## src/rtl/elem_smul_by_row_seq.sv

```systemverilog
// -----------------------------------------------------------------------------
// elem_smul_by_row_seq
//   Sequential element-by-element signed fixed-point multiply of a ROWS x COLS
//   matrix by a row vector: f[r][c] = (a[r][c] * b[c]) >>> SCALE.
//   A single shared multiplier handles one element per clock. Operands are
//   latched on an accepted start, elements are issued row-major (c fastest)
//   into a one-deep product register and written into f one edge later.
//
//   Optional feature macro: ELEM_SMUL_SAT_EN
//     defined   : results outside the WIDTH-bit signed range clamp to the
//                 nearest limit and raise the sticky ovf flag (cleared by the
//                 next accepted start).
//     undefined : results keep the low WIDTH bits (wrap); ovf is tied 0.
//
// Ports
//   clk    in   clock, all state on the rising edge
//   rst    in   asynchronous active-high reset
//   start  in   operation request, sampled only while busy=0
//   a      in   [ROWS:1][COLS:1][WIDTH] matrix operand, latched on start
//   b      in   [COLS:1][WIDTH] row operand, latched on start
//   f      out  [ROWS:1][COLS:1][WIDTH] registered result matrix
//   busy   out  operation in progress
//   done   out  one-cycle pulse, all of f valid
//   ovf    out  sticky overflow flag of the current operation
// -----------------------------------------------------------------------------
module elem_smul_by_row_seq #(
   parameter int ROWS  = 1,
   parameter int COLS  = 1,
   parameter int WIDTH = 32,
   parameter int SCALE = 16
) (
   input  logic                                clk,
   input  logic                                rst,
   input  logic                                start,
   input  logic [ROWS:1][COLS:1][WIDTH-1:0]    a,
   input  logic [COLS:1][WIDTH-1:0]            b,
   output logic [ROWS:1][COLS:1][WIDTH-1:0]    f,
   output logic                                busy,
   output logic                                done,
   output logic                                ovf
);

   // Counters must hold ROWS+1 because r steps past the last row on the
   // final issue; it is reloaded on the next accepted start.
   localparam int RW = $clog2(ROWS + 1);
   localparam int CW = $clog2(COLS + 1);

   typedef enum logic [1:0] {
      IDLE  = 2'd0,
      RUN   = 2'd1,
      DRAIN = 2'd2
   } state_t;

   state_t                             state_reg, state_next;
   logic                               accept;
   logic                               last_issue;

   logic [ROWS:1][COLS:1][WIDTH-1:0]   a_reg;
   logic [COLS:1][WIDTH-1:0]           b_reg;
   logic [RW-1:0]                      r_reg;
   logic [CW-1:0]                      c_reg;

   logic [WIDTH-1:0]                   prod_reg;
   logic [RW-1:0]                      wr_r_reg;
   logic [CW-1:0]                      wr_c_reg;
   logic                               wr_valid_reg;
   logic                               done_reg;
   logic [ROWS:1][COLS:1][WIDTH-1:0]   f_reg;

   logic signed [WIDTH-1:0]            elem_a, elem_b;
   logic signed [2*WIDTH-1:0]          prod_full, prod_sh;
   logic [WIDTH-1:0]                   res_now;

   assign last_issue = (r_reg == RW'(ROWS)) && (c_reg == CW'(COLS));

   // ---------------------------------------------------------------- FSM
   always_ff @(posedge clk or posedge rst) begin
      if (rst) state_reg <= IDLE;
      else     state_reg <= state_next;
   end

   always_comb begin
      state_next = state_reg;
      accept     = 1'b0;
      case (state_reg)
         IDLE: begin
            if (start) begin
               accept     = 1'b1;
               state_next = RUN;
            end
         end
         RUN:     if (last_issue) state_next = DRAIN;
         DRAIN:   state_next = IDLE;
         default: state_next = IDLE;
      endcase
   end

   // ---------------------------------------------------------- arithmetic
   // Operands are sign-extended to 2*WIDTH so the product is exact.
   always_comb begin
      elem_a    = a_reg[r_reg][c_reg];
      elem_b    = b_reg[c_reg];
      prod_full = $signed({{WIDTH{elem_a[WIDTH-1]}}, elem_a}) *
                  $signed({{WIDTH{elem_b[WIDTH-1]}}, elem_b});
      prod_sh   = prod_full >>> SCALE;
   end

`ifdef ELEM_SMUL_SAT_EN
   localparam logic signed [2*WIDTH-1:0] MAX_V = {{(WIDTH+1){1'b0}}, {(WIDTH-1){1'b1}}};
   localparam logic signed [2*WIDTH-1:0] MIN_V = {{(WIDTH+1){1'b1}}, {(WIDTH-1){1'b0}}};

   logic ovf_now;
   logic ovf_reg;

   always_comb begin
      ovf_now = (prod_sh > MAX_V) || (prod_sh < MIN_V);
      if (!ovf_now)          res_now = prod_sh[WIDTH-1:0];
      else if (prod_sh[2*WIDTH-1]) res_now = {1'b1, {(WIDTH-1){1'b0}}};
      else                   res_now = {1'b0, {(WIDTH-1){1'b1}}};
   end

   always_ff @(posedge clk or posedge rst) begin
      if (rst)                     ovf_reg <= 1'b0;
      else if (accept)             ovf_reg <= 1'b0;
      else if (state_reg == RUN)   ovf_reg <= ovf_reg | ovf_now;
   end

   assign ovf = ovf_reg;
`else
   assign res_now = prod_sh[WIDTH-1:0];
   assign ovf     = 1'b0;
`endif

   // ------------------------------------------------------------ datapath
   always_ff @(posedge clk or posedge rst) begin
      if (rst) begin
         a_reg        <= '0;
         b_reg        <= '0;
         r_reg        <= RW'(1);
         c_reg        <= CW'(1);
         prod_reg     <= '0;
         wr_r_reg     <= RW'(1);
         wr_c_reg     <= CW'(1);
         wr_valid_reg <= 1'b0;
         done_reg     <= 1'b0;
         f_reg        <= '0;
      end else begin
         done_reg     <= (state_reg == DRAIN);
         wr_valid_reg <= 1'b0;

         if (accept) begin
            a_reg <= a;
            b_reg <= b;
            r_reg <= RW'(1);
            c_reg <= CW'(1);
         end

         // Issue stage: one element into the product register per edge.
         if (state_reg == RUN) begin
            prod_reg     <= res_now;
            wr_r_reg     <= r_reg;
            wr_c_reg     <= c_reg;
            wr_valid_reg <= 1'b1;
            if (c_reg == CW'(COLS)) begin
               c_reg <= CW'(1);
               r_reg <= r_reg + RW'(1);
            end else begin
               c_reg <= c_reg + CW'(1);
            end
         end

         // Write stage trails issue by one edge; the final write lands in DRAIN.
         if (wr_valid_reg) f_reg[wr_r_reg][wr_c_reg] <= prod_reg;
      end
   end

   assign f    = f_reg;
   assign busy = (state_reg != IDLE);
   assign done = done_reg;

endmodule

```

## config.mk

```make
export PLATFORM = sky130hd
export DESIGN_NAME = elem_smul_by_row_seq
export DESIGN_NICKNAME = d
export VERILOG_FILES = /design/src/rtl/elem_smul_by_row_seq.sv
export SDC_FILE = /design/constraint.sdc
export NUM_CORES = 2
export LEC_CHECK = 0
export BUFFER_PORTS_ARGS = -buffer_cell sky130_fd_sc_hd__buf_4
export CAP_MARGIN = 15
export CORE_MARGIN = 2
export CORE_UTILIZATION = 55
export CTS_BUF_LIST = sky130_fd_sc_hd__clkbuf_16
export DETAILED_ROUTE_END_ITERATION = 12
export PLACE_DENSITY = 0.79
export REMOVE_ABC_BUFFERS = 1
export SKIP_CTS_REPAIR_TIMING = 1
export SLEW_MARGIN = 20
export SYNTH_ARGS = -nofsm -noshare
export SYNTH_HDL_FRONTEND = slang
export SYNTH_SLANG_ARGS = --single-unit
```

## constraint.sdc

```tcl
create_clock -name clk -period 15.9 [get_ports clk]
set_clock_uncertainty 0.2 [all_clocks]
set_input_delay 2.385 -clock clk [delete_from_list [all_inputs] [get_ports clk]]
set_output_delay 2.385 -clock clk [all_outputs]
set_load 0.1 [all_outputs]
```

==> summary.md <==
| Metric | Value |
|---|---|
| Run status | completed |
| Vias in the first global route | 25,800 |
| Wirelength per Cell | 19.7 microns |
| Number of antenna violations at the first check in global routing | 1 |
| DRC Markers | 0 |
| Final setup vio count | 0 |
| Antenna diodes | 0 |
| CP Max Fanout | 21 |
| Worst setup EP type | flip-flop |
| Via/cell ratio | 5.50 |
| CP Class | reg2reg |
| HP Class | reg2reg |
| Slew @ Worst Pin | 0.991 ns |
| Io pins | 102 |
| FFs w/ async S/R, synth | 100% |
| CTS buffer count | 17 |
| Seq/Total Area, Yosys | 9.99% |
| Layout Cells excl Fill | 4,205 |
| Most frequent cells in the layout | fa_1, inv_1, nand2_1 |
| Slew headroom | 33.9% |
| Worst r2r src | b_reg[9] |
| GRT overflow | 0 |
| CTS Sinks | 134 |
| XOR/XNOR Fraction of Synth Area | 1.72% |
| YS warnings | 0 |
| Syn-to-layout area delta | 6.05% |
| Max-slew violations | 0 |
| Worst r2r dst | prod_reg[31] |
| Min-delay src | state_reg[0] |
| Mapped Area | 33,600 sq um |
| WHS Endpoint | done |
| R2r setup slk | 7.63 ns |
| Tmin final | 8.27 ns |
| Largest net degree at the start of global routing | 83 |
| TritonRoute pass-1 iters | 5 |
| Most common cell after layout, fill and taps aside | fa_1 |
| Syn avg cell area | 9.79 sq um |
| DR iter-0 viols | 1,386 |
| Routed Antenna Nets | 0 |
| Crit path DAT | 8.43 ns |
| Gpl congestion | 0.910 |
| Core Region | 60,400 sq um |
| Detailed placer's ending HPWL | 64.7 mm |
| Die W | 251 microns |
| RSZ-0062 raised after global routing | false |
| Final Cycle Share | 52.0% |
| Total Die Area | 63,100 sq um |
| Post-synth cell types | 59 |
| Fraction of layout cells with a size suffix above 1 | 8.82% |
| Die Span Y | 251 microns |
| Multiplexer share of the synthesized area | 3.28% |
| CTS Root Cell | clkbuf_16 |
| Synth Instances | 3,434 |
| Synth Area in Compound Gates | 2.78% |
| Worst-Skew Late Latency | 0.48 ns |
| TNS Setup | 0 ns |
| CP Launch Type | flip-flop |
| Total GRT Usage | 28.4% |
| Rows | 90 |
| Clock transition at path regs | 0.07 ns |
| DR vias | 23,100 |
| Port bufs | 100 |
| Worst r2r path cells | 20 |
| Post-Synth Adder-Cell Area | 56.0% |
| Max cap viols | 0 |
| CTS tree | yes |
| H-tree lvl count | 4 |
| EDFF count, synth | 0 |
| Post-Place Cells | 4,173 |
| Routed WL | 82.8 mm |
| Critical Path RT | 16.06 ns |
| Peak Freq | 0.121 GHz |
| Synth Area in Simple Gates | 15.2% |
| Most used DFF post-synth | dfrtp_1 |
| First-pass GRT wire length | 139 mm |
| Largest family of logic cells by synthesized area | adder cells |
| Layout Nets | 4,478 |
| Initial Util | 55.7% |
| #FFs+latches synth | 134 |
| Final hold vios | 0 |
| WHS Path Cells | 1 |
| Clk buf depth | 2 |
[per-stage QoR]
step	utilization [%]	instance area, sq um	hold WS, ns	setup WS (ns)
after floorplan	-	32900	0.218	8.54
after global placement	58.0	35000	0.251	7.71
after detailed placement	58.0	35000	0.259	7.71
after CTS	59.0	35600	0.269	7.67
after global routing	59.0	35600	0.287	7.43
final	59.0	35600	0.265	7.63
[worst max-delay path, cell delays in order, from the launching register on]
cell and delay (ns):
dfrtp_1 0.75, buf_4 0.39, nand2_1 0.12, fa_1 0.51, fa_1 0.54, fa_1 0.58, fa_1 0.45, fa_1 0.55
inv_1 0.06, fa_1 0.45, fa_1 0.51, fa_1 0.41, ha_1 0.39, a21oi_1 0.29, o211ai_1 0.21, a211oi_1 0.43
o211ai_2 0.30, o211ai_2 0.32, a2111oi_2 0.12, or3_1 0.33, a31o_1 0.23
[Yosys cell counts (5+ instances only)]
library cell	number	share of area (%)
a211oi_1	5	0.11
a21o_1	25	0.56
a21oi_1	33	0.49
a31oi_1	5	0.093
and2_1	463	8.6
and3_1	6	0.11
clkbuf_1	190	2.1
dfrtp_1	132	9.8
fa_1	838	50
ha_1	163	6.1
inv_1	787	8.8
mux2_2	97	3.3
nand2_1	474	5.3
nand2b_1	10	0.19
nand4_1	9	0.17
nor2_1	13	0.15
nor2b_1	14	0.26
nor3_1	5	0.074
o21a_1	5	0.11
o21ai_0	34	0.51
xnor2_1	50	1.3
xor2_1	16	0.42
[layer usage]
metal	track usage [%]	routed length [microns]
met1	38.6	33400
met2	46.9	40500
met3	5.20	6780
met4	8.52	2120
met5	0	0
[cells by family (layout without fill, tap and decap cells)]
logic type	count (synthesis)	in the layout
AO/OA/AOI/OAI	140	140
buffers and inverters	983	972
multiplexers	98	98
XOR/XNOR	66	66
AND/OR/NAND/NOR	1011	1011
adder cells (fa/ha/maj)	1001	1001
flip-flops	134	134
other	1	1
[layout make-up]
class / instances / area [sq um]
multi-input cells: 2317 / 26600
fillers: 4939 / 24700
flip-flops and latches: 134 / 3360
inverters: 787 / 2960
repair buffers: 153 / 1150
well taps: 782 / 978
clock buffers: 17 / 425
clock inverters: 15 / 204
[worst max-delay path by stage]
| stage | from | to | slack (ns) | cells after the start |
|---|---|---|---|---|
| 3_5_place_dp | b_reg[6] | prod_reg[31] | 7.71 | 20 |
| 4_1_cts | b_reg[9] | prod_reg[31] | 7.67 | 21 |
| 3_3_place_gp | b_reg[4] | prod_reg[31] | 7.71 | 22 |
| 6_report | b_reg[9] | prod_reg[31] | 7.63 | 20 |
| 2_1_floorplan | b_reg[2] | prod_reg[31] | 8.54 | 23 |
| 5_1_grt | b_reg[9] | prod_reg[28] | 7.43 | 21 |
Power is not shown: default switching activity piles up to over one toggle a cycle in this logic, so the estimate is an artifact.
